### src/rtl/range_counter_if.sv
// rtl/range_counter_if.sv - control/status bundle for range_counter
// The master drives the controls, and the slave (the counter) returns count and status.
interface range_counter_if #(
  parameter int WIDTH  = 3,
  parameter int WRAP_W = 8
);
  logic              en;
  logic              up;
  logic              clr;
  logic              load;
  logic [WIDTH-1:0]  load_val;
  logic [WIDTH-1:0]  count;
  logic              at_hi;
  logic              at_lo;
  logic              tc;
  logic              wrap;
  logic [WRAP_W-1:0] wrap_cnt;

  modport master (
    output en, up, clr, load, load_val,
    input  count, at_hi, at_lo, tc, wrap, wrap_cnt
  );

  modport slave (
    input  en, up, clr, load, load_val,
    output count, at_hi, at_lo, tc, wrap, wrap_cnt
  );
endinterface

### src/rtl/range_counter.sv
// rtl/range_counter.sv - up/down modulo counter over [LO,HI] with wrap/saturate and wrap tally
// Priority of the synchronous actions is clr, then load, then en.
module range_counter #(
  parameter int WIDTH    = 3,
  parameter int LO       = 1,
  parameter int HI       = 5,
  parameter int SATURATE = 0,
  parameter int WRAP_W   = 8
) (
  input logic            clk,
  input logic            rst,
  range_counter_if.slave bus
);

  if (LO < 0 || LO >= HI || HI > (2**WIDTH) - 1) begin : g_bad_params
    $error("range_counter: LO/HI illegal for WIDTH");
  end

  localparam logic [WIDTH-1:0] LO_V = WIDTH'(LO);
  localparam logic [WIDTH-1:0] HI_V = WIDTH'(HI);
  localparam bit               SAT  = (SATURATE != 0);

  logic [WIDTH-1:0]  r_count;
  logic              r_wrap;
  logic [WRAP_W-1:0] r_wrap_cnt;
  logic [WIDTH-1:0]  w_count_nxt;
  logic [WIDTH-1:0]  w_load_clamped;
  logic              w_at_hi;
  logic              w_at_lo;
  logic              w_at_end;
  logic              w_wrap_step;

  assign w_at_hi  = (r_count == HI_V);
  assign w_at_lo  = (r_count == LO_V);
  assign w_at_end = bus.up ? w_at_hi : w_at_lo;

  // A wrap only happens on a plain count step that hits the end in the current direction.
  assign w_wrap_step = !SAT && !bus.clr && !bus.load && bus.en && w_at_end;

  always_comb begin
    w_load_clamped = bus.load_val;
    if (bus.load_val < LO_V) begin
      w_load_clamped = LO_V;
    end else if (bus.load_val > HI_V) begin
      w_load_clamped = HI_V;
    end
  end

  always_comb begin
    w_count_nxt = r_count;
    if (bus.clr) begin
      w_count_nxt = LO_V;
    end else if (bus.load) begin
      w_count_nxt = w_load_clamped;
    end else if (bus.en) begin
      if (w_at_end) begin
        if (!SAT) begin
          w_count_nxt = bus.up ? LO_V : HI_V;
        end
      end else begin
        w_count_nxt = bus.up ? r_count + WIDTH'(1) : r_count - WIDTH'(1);
      end
    end
  end

  always_ff @(posedge clk or posedge rst) begin
    if (rst) begin
      r_count    <= LO_V;
      r_wrap     <= 1'b0;
      r_wrap_cnt <= '0;
    end else begin
      r_count <= w_count_nxt;
      r_wrap  <= w_wrap_step;
      if (bus.clr) begin
        r_wrap_cnt <= '0;
      end else if (w_wrap_step && (r_wrap_cnt != '1)) begin
        r_wrap_cnt <= r_wrap_cnt + WRAP_W'(1);
      end
    end
  end

  assign bus.count    = r_count;
  assign bus.at_hi    = w_at_hi;
  assign bus.at_lo    = w_at_lo;
  assign bus.tc       = bus.en & w_at_end;
  assign bus.wrap     = r_wrap;
  assign bus.wrap_cnt = r_wrap_cnt;

endmodule

### src/flat_wrapper.sv
// flat-port wrapper written by rule: the top's interface ports become plain ports
module range_counter_flat 
#(
  parameter int WIDTH    = 3,
  parameter int LO       = 1,
  parameter int HI       = 5,
  parameter int SATURATE = 0,
  parameter int WRAP_W   = 8
)
  (clk, rst, bus_en, bus_up, bus_clr, bus_load, bus_load_val, bus_count, bus_at_hi, bus_at_lo, bus_tc, bus_wrap, bus_wrap_cnt);
  range_counter_if #(.WIDTH(WIDTH), .WRAP_W(WRAP_W)) bus_i ();
  input logic clk;
  input logic rst;
  input wire logic [$bits(bus_i.en)-1:0] bus_en;
  input wire logic [$bits(bus_i.up)-1:0] bus_up;
  input wire logic [$bits(bus_i.clr)-1:0] bus_clr;
  input wire logic [$bits(bus_i.load)-1:0] bus_load;
  input wire logic [$bits(bus_i.load_val)-1:0] bus_load_val;
  output wire logic [$bits(bus_i.count)-1:0] bus_count;
  output wire logic [$bits(bus_i.at_hi)-1:0] bus_at_hi;
  output wire logic [$bits(bus_i.at_lo)-1:0] bus_at_lo;
  output wire logic [$bits(bus_i.tc)-1:0] bus_tc;
  output wire logic [$bits(bus_i.wrap)-1:0] bus_wrap;
  output wire logic [$bits(bus_i.wrap_cnt)-1:0] bus_wrap_cnt;
  assign bus_i.en = bus_en;
  assign bus_i.up = bus_up;
  assign bus_i.clr = bus_clr;
  assign bus_i.load = bus_load;
  assign bus_i.load_val = bus_load_val;
  assign bus_count = bus_i.count;
  assign bus_at_hi = bus_i.at_hi;
  assign bus_at_lo = bus_i.at_lo;
  assign bus_tc = bus_i.tc;
  assign bus_wrap = bus_i.wrap;
  assign bus_wrap_cnt = bus_i.wrap_cnt;
  range_counter #(.WIDTH(WIDTH), .LO(LO), .HI(HI), .SATURATE(SATURATE), .WRAP_W(WRAP_W)) u_core (.clk(clk), .rst(rst), .bus(bus_i));
endmodule
### config.mk
export PLATFORM = sky130hd
export DESIGN_NAME = range_counter_flat
export DESIGN_NICKNAME = d
export VERILOG_FILES = /design/src/rtl/range_counter_if.sv /design/src/rtl/range_counter.sv /design/src/flat_wrapper.sv
export SDC_FILE = /design/constraint.sdc
export NUM_CORES = 1
export LEC_CHECK = 0
export CORE_ASPECT_RATIO = 0.5
export CORE_MARGIN = 2
export CORE_UTILIZATION = 25
export DETAILED_ROUTE_END_ITERATION = 6
export DONT_BUFFER_PORTS = 1
export PLACE_DENSITY = 0.49
export SLEW_MARGIN = 15
export SYNTH_ARGS = -nofsm -noshare
export SYNTH_HDL_FRONTEND = slang
export SYNTH_SLANG_ARGS = --single-unit
### constraint.sdc
create_clock -name clk -period 1.7 [get_ports clk]
set_input_delay 0 -clock clk [delete_from_list [all_inputs] [get_ports clk]]
set_output_delay 0 -clock clk [all_outputs]
set_load 0.05 [all_outputs]
; ---- Yosys cells after proc, flatten, opt, wreduce, memory -nomap -nowiden
; Index checks and enable logic that the tools add are counted.
[word_totals]
regBits = 12
input_bits = 9
out_inout_bits = 15
elab_cells = 31
[op_classes]
add_sub_neg = 3
n_lt_le_gt_ge = 2
n_eq_ne = 3
muxes = 11
bitwise_logic = 1
reduce_logical = 8
[op_table]
columns = op, count
row1 = 3-bit 2-to-1 mux, 8
row2 = 8-bit 2-to-1 mux, 2
row3 = "8-bit by 1-bit adder with 8-bit output, second input constant", 1
row4 = "8-bit != test, second input constant", 1
row5 = 1-bit logical AND, 4
row6 = "3-bit by 1-bit adder with 3-bit output, second input constant", 1
row7 = "3-bit by 1-bit == test with 1-bit output, second input constant", 1
row8 = "3-bit == test, second input constant", 1
row9 = "3-bit greater-than comparator, second input constant", 1
row10 = "3-bit by 1-bit < comparator with 1-bit output, second input constant", 1
row11 = 3-bit nonzero test, 1
row12 = "3-bit by 1-bit subtractor with 3-bit output, second input constant", 1
row13 = 1-bit zero test, 2
row14 = 2-bit nonzero test, 1
row15 = 1-bit bitwise AND, 1
row16 = 1-bit 2-to-1 mux, 1

; ---- Logic depth before layout (Yosys ltp)
; Gate-level depths: netlist (run 1).
[logic_depth]
depth_word = 7
mapped_depth = 7
depth_no_buf = 6

; ---- Worst setup path before layout (run 1)
; Ideal clock, no wire load.
[synth_path]
kind = flip-flop to flip-flop
startpoint = register u_core.r_count[0] (netlist: u_core.bus.count[0])
endpoint = register u_core.r_count[1] (netlist: u_core.bus.count[1])
setup_time_ns = 0.120
arrival_ns = 2.212
required_ns = 1.580
slack_ns = -0.632
stages_incl_launch_ff = 6
path_buffers = 0
synth_period_minus_slack_ns = 2.332
path_cell_list = dfstp_2 ha_1 nor2b_1 or3_1 a31oi_1 o211a_1
[synth_via]
elab_chain_cells = 6
word_cells_on_any_way = 10
cone_classes = 2 x add/sub / 2 x eq/ne / 6 x mux
[synth_lines]
columns = item, line
row1 = "start, declared", range_counter.sv:23  ; logic [WIDTH-1:0] r_count;
row2 = "start signal, assigned", range_counter.sv:72  ; r_count <= w_count_nxt;
row3 = 3-bit by 1-bit == test with 1-bit output, range_counter.sv:34  ; assign w_at_lo = (r_count == LO_V);
row4 = via bus_at_lo, flat_wrapper.sv:21  ; output wire logic [$bits(bus_i.at_lo)-1:0] bus_at_lo;
row5 = 1-bit 2-to-1 mux, range_counter.sv:35  ; assign w_at_end = bus.up ? w_at_hi : w_at_lo;
row6 = 3-bit 2-to-1 mux, range_counter.sv:56  ; if (w_at_end) begin
row7 = 3-bit 2-to-1 mux, range_counter.sv:55  ; end else if (bus.en) begin
row8 = 3-bit 2-to-1 mux, range_counter.sv:53  ; end else if (bus.load) begin
row9 = 3-bit 2-to-1 mux, range_counter.sv:51  ; if (bus.clr) begin
; The timed path passes the listed nets, and every way through them passes these cells. The select of a mux whose other input is x is not followed.
; A chain may end at the register's enable or synchronous reset.

; ---- Worst setup path in the final report (run 1)
[layout_path]
startpoint = register u_core.r_count[0] (netlist: u_core.bus.count[0])
endpoint = register u_core.r_wrap_cnt[4] (netlist: u_core.bus.wrap_cnt[4])
[layout_via]
elab_chain_cells = 5
word_cells_on_any_way = 6
cone_classes = 2 x eq/ne / 1 x mux / 3 x reduce/logical
[layout_lines]
columns = item, line
row1 = 3-bit by 1-bit == test with 1-bit output / 3-bit == test (equally long branches), "range_counter.sv:34, range_counter.sv:33"
row2 = 1-bit 2-to-1 mux *, range_counter.sv:35
row3 = 1-bit logical AND *, range_counter.sv:38  ; assign w_wrap_step = !SAT && !bus.clr && !bus.load && bus.en && w_at_end;
row4 = 1-bit logical AND *, range_counter.sv:76  ; end else if (w_wrap_step && (r_wrap_cnt != '1)) begin
row5 = 2-bit nonzero test (no source line) *, --
row6 = "end signal, assigned", range_counter.sv:77  ; r_wrap_cnt <= r_wrap_cnt + WRAP_W'(1);
row7 = "end, declared", range_counter.sv:25  ; logic [WRAP_W-1:0] r_wrap_cnt;
; Every way passes the cells marked *; elsewhere a longest branch is shown, timed or not.

==> results.cfg, run 1 <==
[synthesis]
muxShareOfSynthArea_pct = 1.25
yosysSeqAreaShare_pct = 37.7
synthArstFlopShare_pct = 100
syn_area_um2 = 801
synth.distinct_cells = 38
synth_compound_gate_area_share_pct = 21.1
synth.area.top_cells = dfrtp_1, ha_1, and3_1
synth-seq-cells = 12
yosysWarnings = 0
netlist_instances = 86
synth_top_family_by_area = simple AND/OR/NAND/NOR gates
synth-edff-count = 0
ys.flop_type = dfrtp_1
avgSynthCellArea_um2 = 9.31
synthAdderAreaFrac_pct = 6.25
syn_nets = 99
synth_xor_area_share_pct = 3.12
yosys.area_share.simple_pct = 24.2
synth_top_area_share_pct = 34.4
yosys.area.top_type = dfrtp_1

[sta]
fin_skew_ps = 4.81
hold_violations = 0
rsz0062_at_grt = yes
worstMarginPinSlew_ps = 478
setup_slack_ps = -3.77
maxSlewViolCount = 0
setup_viol = 1
finalCritPeriodShare_pct = 100
setup_tns_ps = -3.77
fmax_ghz = 0.587
slew_headroom_pct = 68.1
fin_crit_ps = 1700

[route]
drt-total-wl_mm = 2.07
vias = 726
drc = 0
ant_nets = 0
avgRoutedWirePerCell_um = 13.6
via_per_inst = 4.78
first_pass_iters = 4
drtIter0Drc = 56

[floorplan]
die-area_um2 = 3700
fp.dieW_um = 84.0
pin_count = 24
die_y_um = 44.0
core_area_um2 = 3030
rows = 14
start_util_pct = 26.4

[clock_network]
cts.clk_slew.worst_paths_ps = 50
insertion_delay_ps = 240
cts_tree = built
cts.root.buffer_cell = clkbuf_8
clock-sinks = 12
cts_buffer_depth = 2
cts-htree-levels = 1
numCtsBuffers = 3

[power_and_ir_drop]
p_per_area_nw_per_um2 = 713
totalPowerFinal_uw = 814
ir_drop_mv = 0.236
p_leak_nw = 0.545

[critical_path]
required_ps = 1870
ff2ff_setup_slack_ps = -4
worstSetupEndpointType = register
worstRegToRegCells = 5
endpoint = u_core.bus.wrap_cnt[4]
critPathLaunchType = register
r2r_start = u_core.bus.count[0]
r2r_end = u_core.bus.wrap_cnt[4]
critPathKind = register to register
crit_start = u_core.bus.count[0]
crit_arrival_ps = 1870
crit_fanout = 4

[global_routing]
grt-ovfl-total = 0
met2_usage_pct = 20.8
grt_pass1_vias = 781
grt_busiest_layer = met2
grt_pass1_wl_mm = 3.59
met3_usage_pct = 4.10
antenna_found_initial = 0
grt_use_met1_pct = 15.9
grt_usage_pct = 12.2
grt_max_degree = 13

[layout]
diodes = 0
multi_input_area_um2 = 489
areaGrowthSynthToFinish_pct = 42.5
fillers = 316
nets = 126
drive_gt1_share_pct = 34.8
seqCellArea_um2 = 309
final_common_cell = buf_4
final_cell_mix = buf_4, dlygate4sd3_1, dfrtp_1, and3_1, nand2_1

[status]
violations = setup timing
outcome = finished, violations left

[placed_design]
io_buffers = 0
dp_hpwl_mm = 1.46
gp_congestion = 0.748

[hold_path]
min_path_type = input pin to register

[flow_run]
drv_cap = 0
[per-stage QoR]
step | hold WS (ps) | instance area (um2) | setup WS (ps) | std cells | util [%]
3_5_place_dp | -59.4 | 986 | -20.0 | 140 | 32.5
2_1_floorplan | -136 | 836 | -99.1 | 86 | -
6_report | 6.77 | 1140 | -3.77 | 152 | 37.7
4_1_cts | 11.4 | 1120 | 0.344 | 152 | 37.0
5_1_grt | 45.4 | 1140 | -86.1 | 152 | 37.7
3_3_place_gp | -60.5 | 986 | 7.04 | 140 | 32.5
[critical path, cell delays in order, from the launching register on]
cell and delay, ps:
dfstp_4 640, ha_4 120, and4bb_1 230, nand3_2 90
or4_4 430, a21oi_2 120
[area by class of cell]
class | instances | share of cell area [%]
Tap cell | 40 | 4.39
Timing Repair Buffer | 26 | 18.9
Inverter | 6 | 1.97
Multi-Input combinational cell | 64 | 42.9
Sequential cell | 12 | 27.1
Clock buffer | 4 | 4.82
[timing repair]
item	4_1_cts	5_1_grt
setup buffers	0	0
endpoints found under the hold margin	19	0
setup endpoints to repair	1	4
resized for setup	0	3
hold buffers	8	0
pin swaps	1	4
[flip-flops by register name (all words and copies together), names as in the netlist]
| register | flops |
|---|---|
| u_core.bus.wrap_cnt | 8 |
| u_core.bus.wrap | 1 |
| u_core.bus.count | 3 |
[cell families (layout without fill, tap and decap cells)]
family                   after synthesis  count (layout)
buffers and inverters                 10              36
AO/OA/AOI/OAI                         24              24
multiplexers                           1               1
flip-flops                            12              12
XOR/XNOR                               2               2
AND/OR/NAND/NOR                       33              33
adder cells (fa/ha/maj)                4               4
[report_power, final]
group          switching [mW]  internal, mW  leakage [nW]  total (mW)
registers              0.0102         0.297         0.157       0.308
clock network           0.105         0.204        0.0288       0.310
logic                   0.118        0.0793         0.360       0.197
[worst min path at each step]
stage,start,endpoint,slack (ps),cells past startpoint
detailed placement,rst,u_core.bus.wrap_cnt[7],-60,1
floorplan,rst,u_core.bus.count[2],-140,1
global route,bus_up,u_core.bus.count[2],50,2
finish,bus_up,u_core.bus.count[2],7,2
CTS,bus_up,u_core.bus.count[2],10,2
global placement,rst,u_core.bus.count[2],-60,1
[cells in the mapped netlist, types with 2 or more instances]
master / n
o21ai_0: 3
dfrtp_1: 11
nand3_1: 2
ha_1: 4
nand2_1: 6
and2_1: 2
nor2b_1: 4
nand3b_1: 2
a211oi_1: 2
o31ai_1: 3
buf_2: 2
a31oi_1: 3
inv_1: 6
nor2_1: 4
and3_1: 6
a21oi_1: 4
[routing by layer]
layer	vias to the layer above	part of all wire, %
met5	-	0
met4	0	0
met3	0	3.6
met2	11	49
met1	347	48
li1	368	-
No activity file was read; power rests on OpenSTA's default activity.
==> run 2, diff against run 1 <==
--- a/config.mk
+++ b/config.mk
@@ -5,12 +5,11 @@
 export SDC_FILE = /design/constraint.sdc
 export NUM_CORES = 1
 export LEC_CHECK = 0
-export CORE_ASPECT_RATIO = 0.5
 export CORE_MARGIN = 2
-export CORE_UTILIZATION = 25
+export CORE_UTILIZATION = 50
 export DETAILED_ROUTE_END_ITERATION = 6
 export DONT_BUFFER_PORTS = 1
-export PLACE_DENSITY = 0.49
+export PLACE_DENSITY = 0.77
 export SLEW_MARGIN = 15
 export SYNTH_ARGS = -nofsm -noshare
 export SYNTH_HDL_FRONTEND = slang
==> constraint.sdc (replaced) <==
create_clock -name clk -period 1.7 [get_ports clk]
set_input_delay 0 -clock clk [delete_from_list [all_inputs] [get_ports clk]]
set_output_delay 0 -clock clk [all_outputs]
set_load 0.1 [all_outputs]
==> run 2 against run 1 <==
  * Sequential share of layout area up 0.18 points
  * Clock power shrank 41%
  * Largest cell class unchanged
  * Clock skew is 4.1 ps lower
  * Die area shrank 48%
  * Worst setup slack lost 93 ps
  * The flow still finishes with violations (setup timing)
  * Critical path type unchanged
  * Critical endpoint unchanged
==> results.cfg, run 2 (same netlist as run 1, synthesis figures left out) <==
[sta]
setup_slack_ps = -96.8
setup_viol = 1
fin_skew_ps = 0.709
hold_violations = 0
maxSlewViolCount = 0
fin_crit_ps = 1800
rsz0062_at_grt = yes
finalCritPeriodShare_pct = 106
fmax_ghz = 0.557
slew_headroom_pct = 69.6
worstMarginPinSlew_ps = 455

[layout]
drive_gt1_share_pct = 47.9
areaGrowthSynthToFinish_pct = 48.4
fillers = 94
final_cell_mix = buf_4, dlygate4sd3_1, dfrtp_2, and3_1, nand2_1
final_area_um2 = 1190
final_common_cell = buf_4
diodes = 0
nets = 131
largest_reg_flops = 8

[placed_design]
io_buffers = 0
gp_congestion = 0.847
place_ws_ps = -85.1
dpl_cell_area_um2 = 1020
dp_hpwl_mm = 1.53

[clock_network]
cts-htree-levels = 1
cts.root.buffer_cell = clkbuf_4
cts_tree = built
cts.clk_slew.worst_paths_ps = 70
insertion_delay_ps = 270
numCtsBuffers = 3
clock-sinks = 12
cts_buffer_depth = 2

[critical_path]
critPathLaunchType = register
critical-path-max-stage-delay_ps = 640
path_buf_inv = 1
crit_chain = ha_4, and4bb_1, nand3_2, buf_4, o31ai_2, a21oi_2
required_ps = 1840
critPathKind = register to register
crit_arrival_ps = 1940
crit_path_top_delay_cell = dfstp_4
worstSetupEndpointType = register
critPathTopFamily = flip-flops
crit_fanout = 4

[floorplan]
die_y_um = 44.0
pin_count = 24
rows = 14
core_area_um2 = 1510
start_util_pct = 53.2
die-area_um2 = 1940
fp.dieW_um = 44.0

[power_and_ir_drop]
ir_drop_mv = 0.564
p_leak_nw = 0.556
p_per_area_nw_per_um2 = 651

[route]
first_pass_iters = 4
vias = 816
via_per_inst = 6.14
ant_nets = 0
drtIter0Drc = 24
drc = 0
avgRoutedWirePerCell_um = 18.3
drt-total-wl_mm = 2.43

[global_routing]
grt_pass1_wl_mm = 3.77
antenna_found_initial = 0
grt_max_degree = 13
grt-ovfl-total = 0
grt_pass1_vias = 821
grt_usage_pct = 27.6

[status]
outcome = finished, violations left
violations = setup timing

[flow_run]
drv_cap = 0

[hold_path]
min_path_type = input pin to register
run 2: worst paths after layout:
check / slack (ps) / depth (start not counted) / end / from
setup / recovery: -100 / 6 / u_core.bus.wrap_cnt[4] / u_core.bus.count[0]
hold / removal: 10 / 2 / u_core.bus.count[2] / bus_up
setup reg to reg: -100 / 6 / u_core.bus.wrap_cnt[4] / u_core.bus.count[0]
hold reg to reg: 540 / 1 / u_core.bus.wrap_cnt[0] / u_core.bus.wrap_cnt[0]
max in group asynchronous: 1180 / 2 / u_core.bus.count[1] / rst
min in group asynchronous: 170 / 2 / u_core.bus.wrap_cnt[2] / rst
run 2: what timing repair did:
| action | in CTS | in global routing |
|---|---|---|
| resized for setup | 5 | 4 |
| cloned | 0 | 0 |
| endpoints found under the setup margin | 3 | 6 |
| hold buffers | 8 | 0 |
| buffers inserted | 1 | 1 |
| endpoints found under the hold margin | 21 | 0 |
| pin swaps | 7 | 8 |
run 2: where the power goes:
group | leakage [nW] | internal [mW] | switching [mW]
logic | 0.394 | 0.0919 | 0.187
clock network | 0.0150 | 0.0910 | 0.0930
registers | 0.147 | 0.298 | 0.0124
total | 0.556 | 0.481 | 0.292
run 2: area by class of cell:
class | count | area [um2] | share of cell area (%)
timing repair buffer | 31 | 265 | 22.3
clock buffer | 4 | 26.3 | 2.21
inverter | 6 | 22.5 | 1.89
sequential | 12 | 324 | 27.3
multi-input combinational | 64 | 531 | 44.6
tap | 16 | 20.0 | 1.68
run 2: metal layers:
metal / GRT usage, % / part of all wire [%] / routed length, um / vias to the layer above
li1: - / - / - / 376
met1: 33.6 / 40 / 982 / 408
met2: 45.9 / 51 / 1240 / 28
met3: 9.39 / 7.4 / 179 / 4
met4: 9.09 / 1.1 / 27 / 0
met5: 0 / 0 / 0 / -
run 2: metrics by stage:
stage | util (%) | instances | total power, mW | hold slack, ps | TNS, ps
floorplan | - | 86 | 0.511 | -136 | -1370
global placement | 67.9 | 119 | 0.555 | -81.6 | 0
detailed placement | 67.9 | 119 | 0.561 | -75.3 | -186
CTS | 77.1 | 132 | 0.771 | 11.1 | -12.4
global route | 78.9 | 133 | 0.807 | 22.3 | -261
finish | 78.9 | 133 | 0.773 | 11.7 | -96.8
run 2: worst register-to-register path, delay by kind of cell, from the launching register on:
kind / cells / cell delay, ps
flip-flops: 1 / 640
AO/OA/AOI/OAI: 2 / 430
adder cells (fa/ha/maj): 1 / 130
AND/OR/NAND/NOR: 2 / 300
buffers and inverters: 1 / 170
==> run 3, diff against run 2 <==
--- a/config.mk
+++ b/config.mk
@@ -5,11 +5,14 @@
 export SDC_FILE = /design/constraint.sdc
 export NUM_CORES = 1
 export LEC_CHECK = 0
+export CAP_MARGIN = 40
+export CELL_PAD_IN_SITES_DETAIL_PLACEMENT = 1
+export CELL_PAD_IN_SITES_GLOBAL_PLACEMENT = 1
 export CORE_MARGIN = 2
-export CORE_UTILIZATION = 50
+export CORE_UTILIZATION = 40
 export DETAILED_ROUTE_END_ITERATION = 6
 export DONT_BUFFER_PORTS = 1
-export PLACE_DENSITY = 0.77
+export PLACE_DENSITY = 0.81
 export SLEW_MARGIN = 15
 export SYNTH_ARGS = -nofsm -noshare
 export SYNTH_HDL_FRONTEND = slang
==> constraint.sdc (replaced) <==
create_clock -name clk -period 1.7 [get_ports clk]
set_input_delay 0.085 -clock clk [delete_from_list [all_inputs] [get_ports clk]]
set_output_delay 0.085 -clock clk [all_outputs]
set_load 0.1 [all_outputs]
==> run 3 against run 2 <==
  * The flow finishes with violations (hold timing, setup timing)
  * Worst setup slack gained 10 ps
  * Largest cell class unchanged
  * Final cell count rose by 2.3%
  * Highest routed layer unchanged
  * Non-clock buffer count shrank 8
  * First-iteration DRC count is 46% lower
  * Worst hold slack got worse by 160 ps
  * Register-to-register slack barely moved
  * Die area rose by 23%
  * Global-route usage fell by 4.8 points
  * Clock power grew 28%
==> results.cfg, run 3 (same netlist as run 1, synthesis figures left out) <==
[status]
outcome = finished, violations left
violations = hold timing, setup timing

[placed_design]
placed_cells = 129
gp_congestion = 0.764
io_buffers = 0
dp_hpwl_mm = 1.71
place_ws_ps = -67.8

[layout]
diodes = 0
multi_input_area_um2 = 544
seqCellArea_um2 = 324
largest_reg_flops = 8
final_core_util_pct = 60.7
nets = 123
fillers = 225
areaGrowthSynthToFinish_pct = 45.6
finalNonFillerCells = 136
final_common_cell = buf_4
drive_gt1_share_pct = 51.4
final_cell_mix = buf_4, dfrtp_2, and3_1, nand2_1, inv_1

[route]
ant_nets = 0
drc = 0
avgRoutedWirePerCell_um = 17.6
first_pass_iters = 4
drtIter0Drc = 13
via_per_inst = 5.60
vias = 762
drt-total-wl_mm = 2.39

[flow_run]
drv_cap = 0

[critical_path]
required_ps = 1910
critPathLaunchType = register
critical-path-max-stage-delay_ps = 650
crit_fanout = 3
crit_arrival_ps = 1990
crit_path_top_delay_cell = dfstp_4
critPathKind = register to register
ff2ff_setup_slack_ps = -90
crit_chain = ha_4, and4bb_2, nand3_2, or4_4, a21oi_2
worstSetupEndpointType = register
r2r_start = u_core.bus.count[0]
r2r_end = u_core.bus.wrap_cnt[4]
worstRegToRegCells = 5

[clock_network]
hold_buffers = 2
cts.root.buffer_cell = clkbuf_4
insertion_delay_ps = 280
cts_tree = built
clock-sinks = 12
numCtsBuffers = 3
cts_buffer_depth = 2
cts-htree-levels = 1
cts.clk_slew.worst_paths_ps = 80

[global_routing]
grt_pass1_wl_mm = 4.14
grt_usage_pct = 22.9
grt_max_degree = 13
antenna_found_initial = 0
grt_pass1_vias = 857
grt-ovfl-total = 0

[floorplan]
die-area_um2 = 2380
die_y_um = 48.7
core_area_um2 = 1920
rows = 16
pin_count = 24
fp.dieW_um = 48.7
start_util_pct = 41.7

[hold_path]
min_path_type = input pin to register
hold_depth = 1
min_to = u_core.bus.wrap_cnt[4]
min_from = bus_clr

[sta]
setup_slack_ps = -86.5
fin_skew_ps = 2.14
hold_violations = 6
fmax_ghz = 0.560
rsz0062_at_grt = yes
worstMarginPinSlew_ps = 501
setup_viol = 6
fin_crit_ps = 1790
slew_headroom_pct = 66.6
maxSlewViolCount = 0
whs_ps = -152
finalCritPeriodShare_pct = 105

[power_and_ir_drop]
totalPowerFinal_uw = 810
p_leak_nw = 0.531
ir_drop_mv = 0.411
p_per_area_nw_per_um2 = 695
-- run 3: critical path: cells and delay by family (launching register included) --
kind	cells	cell delay, ps
AOI/OAI and AO/OA	1	130
adders and majority gates	1	130
DFF	1	650
and+or+nand+nor	3	810
-- run 3: how the worst max path moves through the flow --
| stage | start | cells past startpoint | end | slack [ps] |
|---|---|---|---|---|
| 2_1_floorplan | u_core.bus.count[0] | 5 | u_core.bus.count[1] | -410 |
| 3_5_place_dp | u_core.bus.count[0] | 5 | u_core.bus.wrap_cnt[4] | -70 |
| 5_1_grt | u_core.bus.count[0] | 6 | u_core.bus.wrap_cnt[5] | -140 |
| 3_3_place_gp | u_core.bus.count[0] | 5 | u_core.bus.count[1] | 10 |
| 6_report | u_core.bus.count[0] | 5 | u_core.bus.wrap_cnt[4] | -90 |
| 4_1_cts | u_core.bus.count[0] | 5 | u_core.bus.wrap_cnt[4] | -90 |
-- run 3: area by class of cell --
class | instances | area share [%]
Multi-Input combinational cell | 64 | 46.7
Sequential cell | 12 | 27.8
Timing Repair Buffer | 23 | 17.6
Clock buffer | 4 | 3.11
Tap cell | 27 | 2.90
Inverter | 6 | 1.93
-- run 3: metrics by stage --
step | area [um2] | setup TNS, ps
2_1_floorplan | 867 | -1370
3_3_place_gp | 1030 | 0
3_5_place_dp | 1030 | -128
4_1_cts | 1100 | -274
5_1_grt | 1170 | -720
6_report | 1170 | -263
-- run 3: routing by layer --
layer  share of wire [%]  wire [um]  GRT usage, %  up-vias
met5                   0          0             0        -
met4                 1.1         26          9.52        0
met3                 3.3         79          4.32        4
met2                  55       1320          40.4       17
met1                  40        959          27.0      380
li1                    -          -             -      361
-- run 3: repair_timing --
| action | CTS | global route |
|---|---|---|
| hold endpoints to repair | 19 | 6 |
| buffers inserted | 0 | 1 |
| setup endpoints to repair | 8 | 10 |
| gates resized for setup | 6 | 9 |
| pin swaps | 6 | 4 |
-- run 3: where the power goes --
| group | switching, mW | leakage [nW] | internal, mW | total, mW |
|---|---|---|---|---|
| sequential | 0.0113 | 0.147 | 0.298 | 0.310 |
| combinational | 0.181 | 0.363 | 0.0832 | 0.264 |
| clock | 0.106 | 0.0210 | 0.130 | 0.236 |
